[config.mk]
export PLATFORM = sky130hd
export DESIGN_NAME = arb2_mux_ctrl
export DESIGN_NICKNAME = d
export VERILOG_FILES = /design/src/rtl/arb2_mux_ctrl.sv
export SDC_FILE = /design/constraint.sdc
export NUM_CORES = 1
export LEC_CHECK = 0
export BUFFER_PORTS_ARGS = -buffer_cell sky130_fd_sc_hd__buf_2
export CORE_ASPECT_RATIO = 0.75
export CORE_MARGIN = 2
export CORE_UTILIZATION = 42
export CTS_BUF_LIST = sky130_fd_sc_hd__clkbuf_8 sky130_fd_sc_hd__clkbuf_16
export DETAILED_ROUTE_END_ITERATION = 8
export GPL_TIMING_DRIVEN = 0
export PLACE_DENSITY = 0.73
export SYNTH_ARGS = -nofsm -noshare
export SYNTH_HDL_FRONTEND = slang
export SYNTH_SLANG_ARGS = --single-unit
[constraint.sdc]
create_clock -name clk -period 2.1 [get_ports clk]
set_input_delay 0.105 -clock clk [delete_from_list [all_inputs] [get_ports clk]]
set_output_delay 0.105 -clock clk [all_outputs]
set_load 0.05 [all_outputs]
[src/rtl/arb2_mux_ctrl.sv]
// Round-robin owner of a shared 2:1 packet mux: grants one requester at a time,
// forwards its valid/ready handshake downstream and releases on last, burst cap or abort.
module arb2_mux_ctrl #(
    parameter int   MAX_BURST = 16,
    localparam int  CW        = $clog2(MAX_BURST + 1)
) (
    input  logic          clk,
    input  logic          rst_n,
    input  logic          req0,
    input  logic          req1,
    input  logic          vld0,
    input  logic          vld1,
    input  logic          last0,
    input  logic          last1,
    input  logic          out_ready,
    output logic          gnt0,
    output logic          gnt1,
    output logic          rdy0,
    output logic          rdy1,
    output logic          sel,
    output logic          out_valid,
    output logic          out_last,
    output logic [CW-1:0] beat_cnt,
    output logic          abort
);

    typedef enum logic [1:0] {IDLE, OWN0, OWN1} state_t;

    localparam logic [CW-1:0] CAP_M1 = CW'(MAX_BURST - 1);

    state_t state;
    logic   last_owner;
    logic   xfer;
    logic   own_req;
    logic   cap_hit;
    logic   release_now;

    assign rdy0      = gnt0 & out_ready;
    assign rdy1      = gnt1 & out_ready;
    assign out_valid = (gnt0 & vld0) | (gnt1 & vld1);
    assign out_last  = (gnt0 & vld0 & last0) | (gnt1 & vld1 & last1);
    assign xfer      = out_valid & out_ready;

    // out_last is already qualified by the owner's valid, so xfer & out_last is a true last beat.
    assign own_req     = gnt0 ? req0 : req1;
    assign cap_hit     = (beat_cnt == CAP_M1);
    assign release_now = !own_req || (xfer && (out_last || cap_hit));

    always_ff @(posedge clk or negedge rst_n) begin
        if (!rst_n) begin
            state      <= IDLE;
            gnt0       <= 1'b0;
            gnt1       <= 1'b0;
            sel        <= 1'b0;
            beat_cnt   <= '0;
            abort      <= 1'b0;
            last_owner <= 1'b1;
        end else begin
            abort <= 1'b0;
            case (state)
                IDLE: begin
                    // On a tie the requester that did not own the mux last time wins.
                    if (req0 && (!req1 || last_owner)) begin
                        state      <= OWN0;
                        gnt0       <= 1'b1;
                        sel        <= 1'b0;
                        last_owner <= 1'b0;
                        beat_cnt   <= '0;
                    end else if (req1) begin
                        state      <= OWN1;
                        gnt1       <= 1'b1;
                        sel        <= 1'b1;
                        last_owner <= 1'b1;
                        beat_cnt   <= '0;
                    end
                end
                OWN0, OWN1: begin
                    if (xfer) begin
                        beat_cnt <= beat_cnt + CW'(1);
                    end
                    abort <= !own_req;
                    if (release_now) begin
                        state <= IDLE;
                        gnt0  <= 1'b0;
                        gnt1  <= 1'b0;
                    end
                end
                default: begin
                    state <= IDLE;
                    gnt0  <= 1'b0;
                    gnt1  <= 1'b0;
                end
            endcase
        end
    end

endmodule

Yosys cells after proc, flatten, opt, wreduce, memory -nomap -nowiden
Cells that the tools add are included. W data, S select, Z words.

Bits in registers: 12. Bits of input ports: 9. Output and inout port bits: 13. Word-level logic and storage cells: 59.

Add/sub/neg operators: 1. Equality and inequality tests: 9. Muxes and demuxes: 17. Bitwise operators: 9. Reduce and logical (&&, ||, !) cells: 16.

Operators by type and width (number): $mux W5 (3); $ne A2 B2 Y1 const B (5); $pmux W5 S2 (1); $and A1 B1 Y1 (7); $mux W1 (7); $mux W2 (3); $reduce_and A2 Y1 (3); $reduce_and A3 Y1 (2); $add A5 B1 Y5 const B (1); $eq A5 B4 Y1 const B (1); $pmux W1 S2 (2); $pmux W2 S2 (1); $reduce_bool A2 Y1 (2); $logic_or A1 B1 Y1 (3); $ne A3 B3 Y1 const B (1); $eq A2 B1 Y1 const B (1); $eq A2 B2 Y1 const B (1); $logic_and A1 B1 Y1 (2); $logic_not A1 Y1 (2); $logic_not A2 Y1 (1); $or A1 B1 Y1 (2); $reduce_or A2 Y1 (1).

Depth between registers and ports, before layout
Depth in word-level cells: 8. Gate-level depth with buffers: 7. Depth with buffers taken out: 6.

Worst setup path before layout
No wires, ideal clock.

Path type: register -> register. Start: register beat_cnt[0]. End: register state[0]. Library setup time: 0.126 ns. Data arrival time: 1.898 ns. Required time: 1.974 ns. Path slack: 0.076 ns. Cell stages (with the launch flop): 7. Buffers on the path: 0. Clock period less this slack: 2.024 ns. Path through: dfrtp_1 > ha_1 > and3_1 > ha_1 > a311oi_4 > a21oi_2 > a221o_1.

Longest elaborated chain between the ends: 6.

Ends and longest elaborated chain: start: declaration (RTL line 23) `output logic [CW-1:0] beat_cnt,`; start signal: assignment (RTL line 79) `beat_cnt <= beat_cnt + CW'(1);`; $eq A5 B4 Y1 (RTL line 46) `assign cap_hit = (beat_cnt == CAP_M1);`; $logic_or A1 B1 Y1 (RTL line 47) `assign release_now = !own_req || (xfer && (out_last || cap_hit));`; $logic_and A1 B1 Y1 (RTL line 47); $logic_or A1 B1 Y1 (RTL line 47); $ne A2 B2 Y1 (no line); $reduce_and A2 Y1 (no line); end signal: assignment (RTL line 51) `state <= IDLE;`; end signal: assignment (RTL line 64) `state <= OWN0;`; end signal: assignment (RTL line 70) `state <= OWN1;`; end: declaration (RTL line 31) `state_t state;`.

Every way passes these cells. A chain may end at the register's enable or synchronous reset.

Final worst setup path
Ends and elaborated chain as after synthesis.

==> summary by stage <==
Status
The run finished with clean final reports.

Synthesis
After synthesis the cells add up to ~790 um^2. The portion of the post-synthesis area used by sequential elements is a little under two fifths. Counting flops with a built-in enable in the synthesized netlist gives 0. The post-synthesis net count is 95.

Dividing the synthesized area by the synthesized cell count gives between 9 and 10 um^2. The synthesis warning total is 0. After synthesis the netlist holds a flip-flop and latch count of 12.

The most common flop cell mapped by yosys is sky130_fd_sc_hd__dfrtp_1. In the synthesized netlist the async set-or-reset flop fraction comes to between 90% and 100%. The cell count after synthesis came out at 83.

The synthesized netlist contains 36 unique library cells.

Global route
The largest net degree at the start of global routing is 13. The global-route wire length before repair is about 3 mm. The number of global-route vias before repair is 659. The initial antenna violation count is 0. The remaining global-route overflow is 0. The all-layer global routing usage is between 10% and 20%.

Flow run
Across the run, the number of max-cap violations was 0.

Timing
The measured slew at the worst slew-check pin is 326 ps. The final critical-path required period is around 1900 ps. The number of hold-slack violations in the final timing report came to 0. The number of pins exceeding their max-slew limit in the final report was 0. The final hold slack is 106 ps. The final worst clock skew is 2.06 ps. Setup repair after global routing left no endpoint under its margin. Adding up every negative setup slack in the final design gives 0 ps. The headroom to the max-slew limit is 77.7%. Setup violations remaining at the end of the flow were counted as 0.

Timing would allow up to approximately 530 MHz. After layout, the worst path uses about nine tenths of the clock period.

Critical path
The signal arrival time at the worst endpoint is 2000 ps. Along the worst path, the maximum fanout reaches 7. STA classifies the critical path startpoint as a flop. STA classifies the critical path endpoint as a flop. The category of the critical setup timing path is reg2reg. The worst setup path startpoint is beat_cnt[0]$_DFFE_PN0P_. In this run the critical register-to-register path is launched from beat_cnt[0]$_DFFE_PN0P_.

The data required time at the worst endpoint is ~2200 ps.

CTS
CTS built an H-tree with a depth of 1. The number of CTS-inserted buffers is 3. The count of clock tree sinks is 12. The clock transition time at the flip-flop clock pins of the worst setup and hold paths is approximately 60 ps. At the later pin of the worst-skew pair, clock insertion delay measures approximately 240 ps. The CTS tree is built.

The clock passes through at most 2 buffers. The clock root buffer is sky130_fd_sc_hd__clkbuf_8.

Pwr
The peak supply drop is 0.831 mV. The share of total power dissipated in sequential elements is between 20% and 30%. Power spread over the standard cell area amounts to about 1500 nW/um^2. The leakage component of the power is approximately 0.50 nW.

The share of total power dissipated in the clock network is between 10% and 20%. The proportion of power drawn by combinational gates is between 50 and 60%. The switching power is a little over 0.0007 W. In this run switching power makes up between 40% and 50% of total power. The total internal power is approximately 0.00075 W.

Finish
The count of inserted antenna diode cells is 0. The layout overhead on the synthesized area is 24.9%. The leading cell type in the layout, fill and taps excluded is sky130_fd_sc_hd__buf_2.

The utilization of the core after routing is about 56%. Cells with a size suffix above 1 make up approximately 34% of the layout. The final layout contains ~120 nets. After the flow finishes, the layout carries non-filler instances totaling 131. In the layout the commonest cells are sky130_fd_sc_hd__buf_2 (21), sky130_fd_sc_hd__dfrtp_1 (11), sky130_fd_sc_hd__nand2_1 (8), sky130_fd_sc_hd__nand3_1 (6).

Die
The I/O pin count is 22. The floorplan die area is 2260 um^2. The floorplan die width is around 54 um. In this run the vertical extent of the chip is approximately 42 um. After floorplanning, the core was sized to cover about 1800 um^2. For this configuration, the core starts out at a cell density of a little under half. The row count is 13.

Drt
The via count is roughly 730. The remaining antenna violation count after routing is 0. The pre-antenna-repair detailed-routing pass consisted of 4 iterations.

Dividing the detail-routed via count by the number of cells gives 5.58. After detailed routing, the average wire length per cell comes to roughly 14 um. After detailed routing, the total wire length is 1.80 mm. After detailed routing, the number of remaining DRC violations is 0. After the first detailed-routing iteration, the DRC count stood at 9.

Place
Detailed placement finished with a half-perimeter wire length of 1.39 mm. Buffers placed on the I/O ports in this run total 21. Routability-driven placement finished with a final weighted congestion of just over 0.8. The placed instance count is 126.

Hold path
In this run the most critical hold path is launched from req0. The type of the tightest min-delay check is in2reg.
path summary, 6_finish.rpt:
check	end	slack (ps)	cells after the start
setup / recovery	state[0]$_DFFE_PN0P_	230	6
min in group asynchronous	abort$_DFF_PN0_	280	2
max in group asynchronous	last_owner$_DFFE_PN1P_	1540	2
hold / removal	last_owner$_DFFE_PN1P_	110	2
hold reg to reg	sel$_DFFE_PN0P_	470	2
setup reg to reg	state[0]$_DFFE_PN0P_	230	6
routing by layer:
| metal | share of wire, % | wire (um) | vias to the layer above | track usage (%) |
|---|---|---|---|---|
| met5 | 0 | 0 | - | 0 |
| met4 | 0.72 | 13 | 0 | 4.50 |
| met3 | 6.7 | 120 | 2 | 6.47 |
| met2 | 45 | 807 | 25 | 28.0 |
| met1 | 48 | 859 | 347 | 23.6 |
| li1 | - | - | 357 | - |
flip-flops by register name, indices dropped and copies added (netlist names):
signal / flops
last_owner: 1
gnt0: 1
abort: 1
gnt1: 1
sel: 1
beat_cnt: 5
state: 2
worst max-delay path: stages (launching register included):
cell and delay [ps]:
sky130_fd_sc_hd__dfrtp_1 440, sky130_fd_sc_hd__ha_1 240, sky130_fd_sc_hd__and3_1 150, sky130_fd_sc_hd__ha_1 210, sky130_fd_sc_hd__a311oi_4 330, sky130_fd_sc_hd__a21oi_2 110
sky130_fd_sc_hd__a221o_1 300
logic make-up (layout without fill, tap and decap cells):
| family | Yosys count | count (layout) | share of synthesized area (%) |
|---|---|---|---|
| simple gates | 33 | 33 | 23.2 |
| compound gates | 24 | 24 | 24.9 |
| flops | 12 | 12 | 38.0 |
| buf+inv | 7 | 33 | 4.25 |
| mux | 4 | 4 | 5.04 |
| fa+ha+maj | 3 | 3 | 4.72 |
layout make-up:
class / instances / area, um^2
tap: 22 / 27.5
clock buffer: 4 / 55.1
buffer: 2 / 15.0
inverter: 5 / 18.8
sequential: 12 / 302
timing repair buffer: 22 / 115
multi-input combinational: 64 / 459
fill: 165 / 764
synth_stat cells, types with 2 or more instances:
master	count	share of area, %
sky130_fd_sc_hd__mux2i_1	4	5.0
sky130_fd_sc_hd__a31oi_1	2	1.6
sky130_fd_sc_hd__a21boi_0	2	1.9
sky130_fd_sc_hd__and2_2	2	1.9
sky130_fd_sc_hd__nand2_1	8	3.8
sky130_fd_sc_hd__nor3_1	2	1.3
sky130_fd_sc_hd__and2_1	2	1.6
sky130_fd_sc_hd__ha_1	3	4.7
sky130_fd_sc_hd__a21oi_1	4	2.5
sky130_fd_sc_hd__o21ai_0	5	3.1
sky130_fd_sc_hd__dfrtp_1	11	35
sky130_fd_sc_hd__nand3_1	6	3.8
sky130_fd_sc_hd__and3_1	3	2.4
sky130_fd_sc_hd__inv_1	5	2.4
sky130_fd_sc_hd__nand3b_1	2	1.9
sky130_fd_sc_hd__nor2_1	2	0.95
power groups by stage:
stage                     Sequential (W)  Combinational (W)  Clock [W]
after CTS                       0.000381           0.000827   0.000264
final                           0.000381           0.000825   0.000257
after floorplan                 0.000534           0.000490          0
after global routing            0.000393           0.000898   0.000273
after detailed placement        0.000385           0.000823          0
after global placement          0.000379           0.000815          0
metrics by stage:
stage	area (um^2)	worst slack, ps	power (W)
global placement	927	273	0.00119
detailed placement	927	228	0.00121
global route	992	106	0.00156
CTS	992	230	0.00147
floorplan	795	76.5	0.00102
finish	992	225	0.00146
repair_timing:
action | 4_1_cts | 5_1_grt
hold endpoints to repair | 11 | 0
resized for setup | 0 | 0
hold buffers | 1 | 0
setup buffers | 0 | 0
Note: power is estimated with default switching activity, not from simulation.
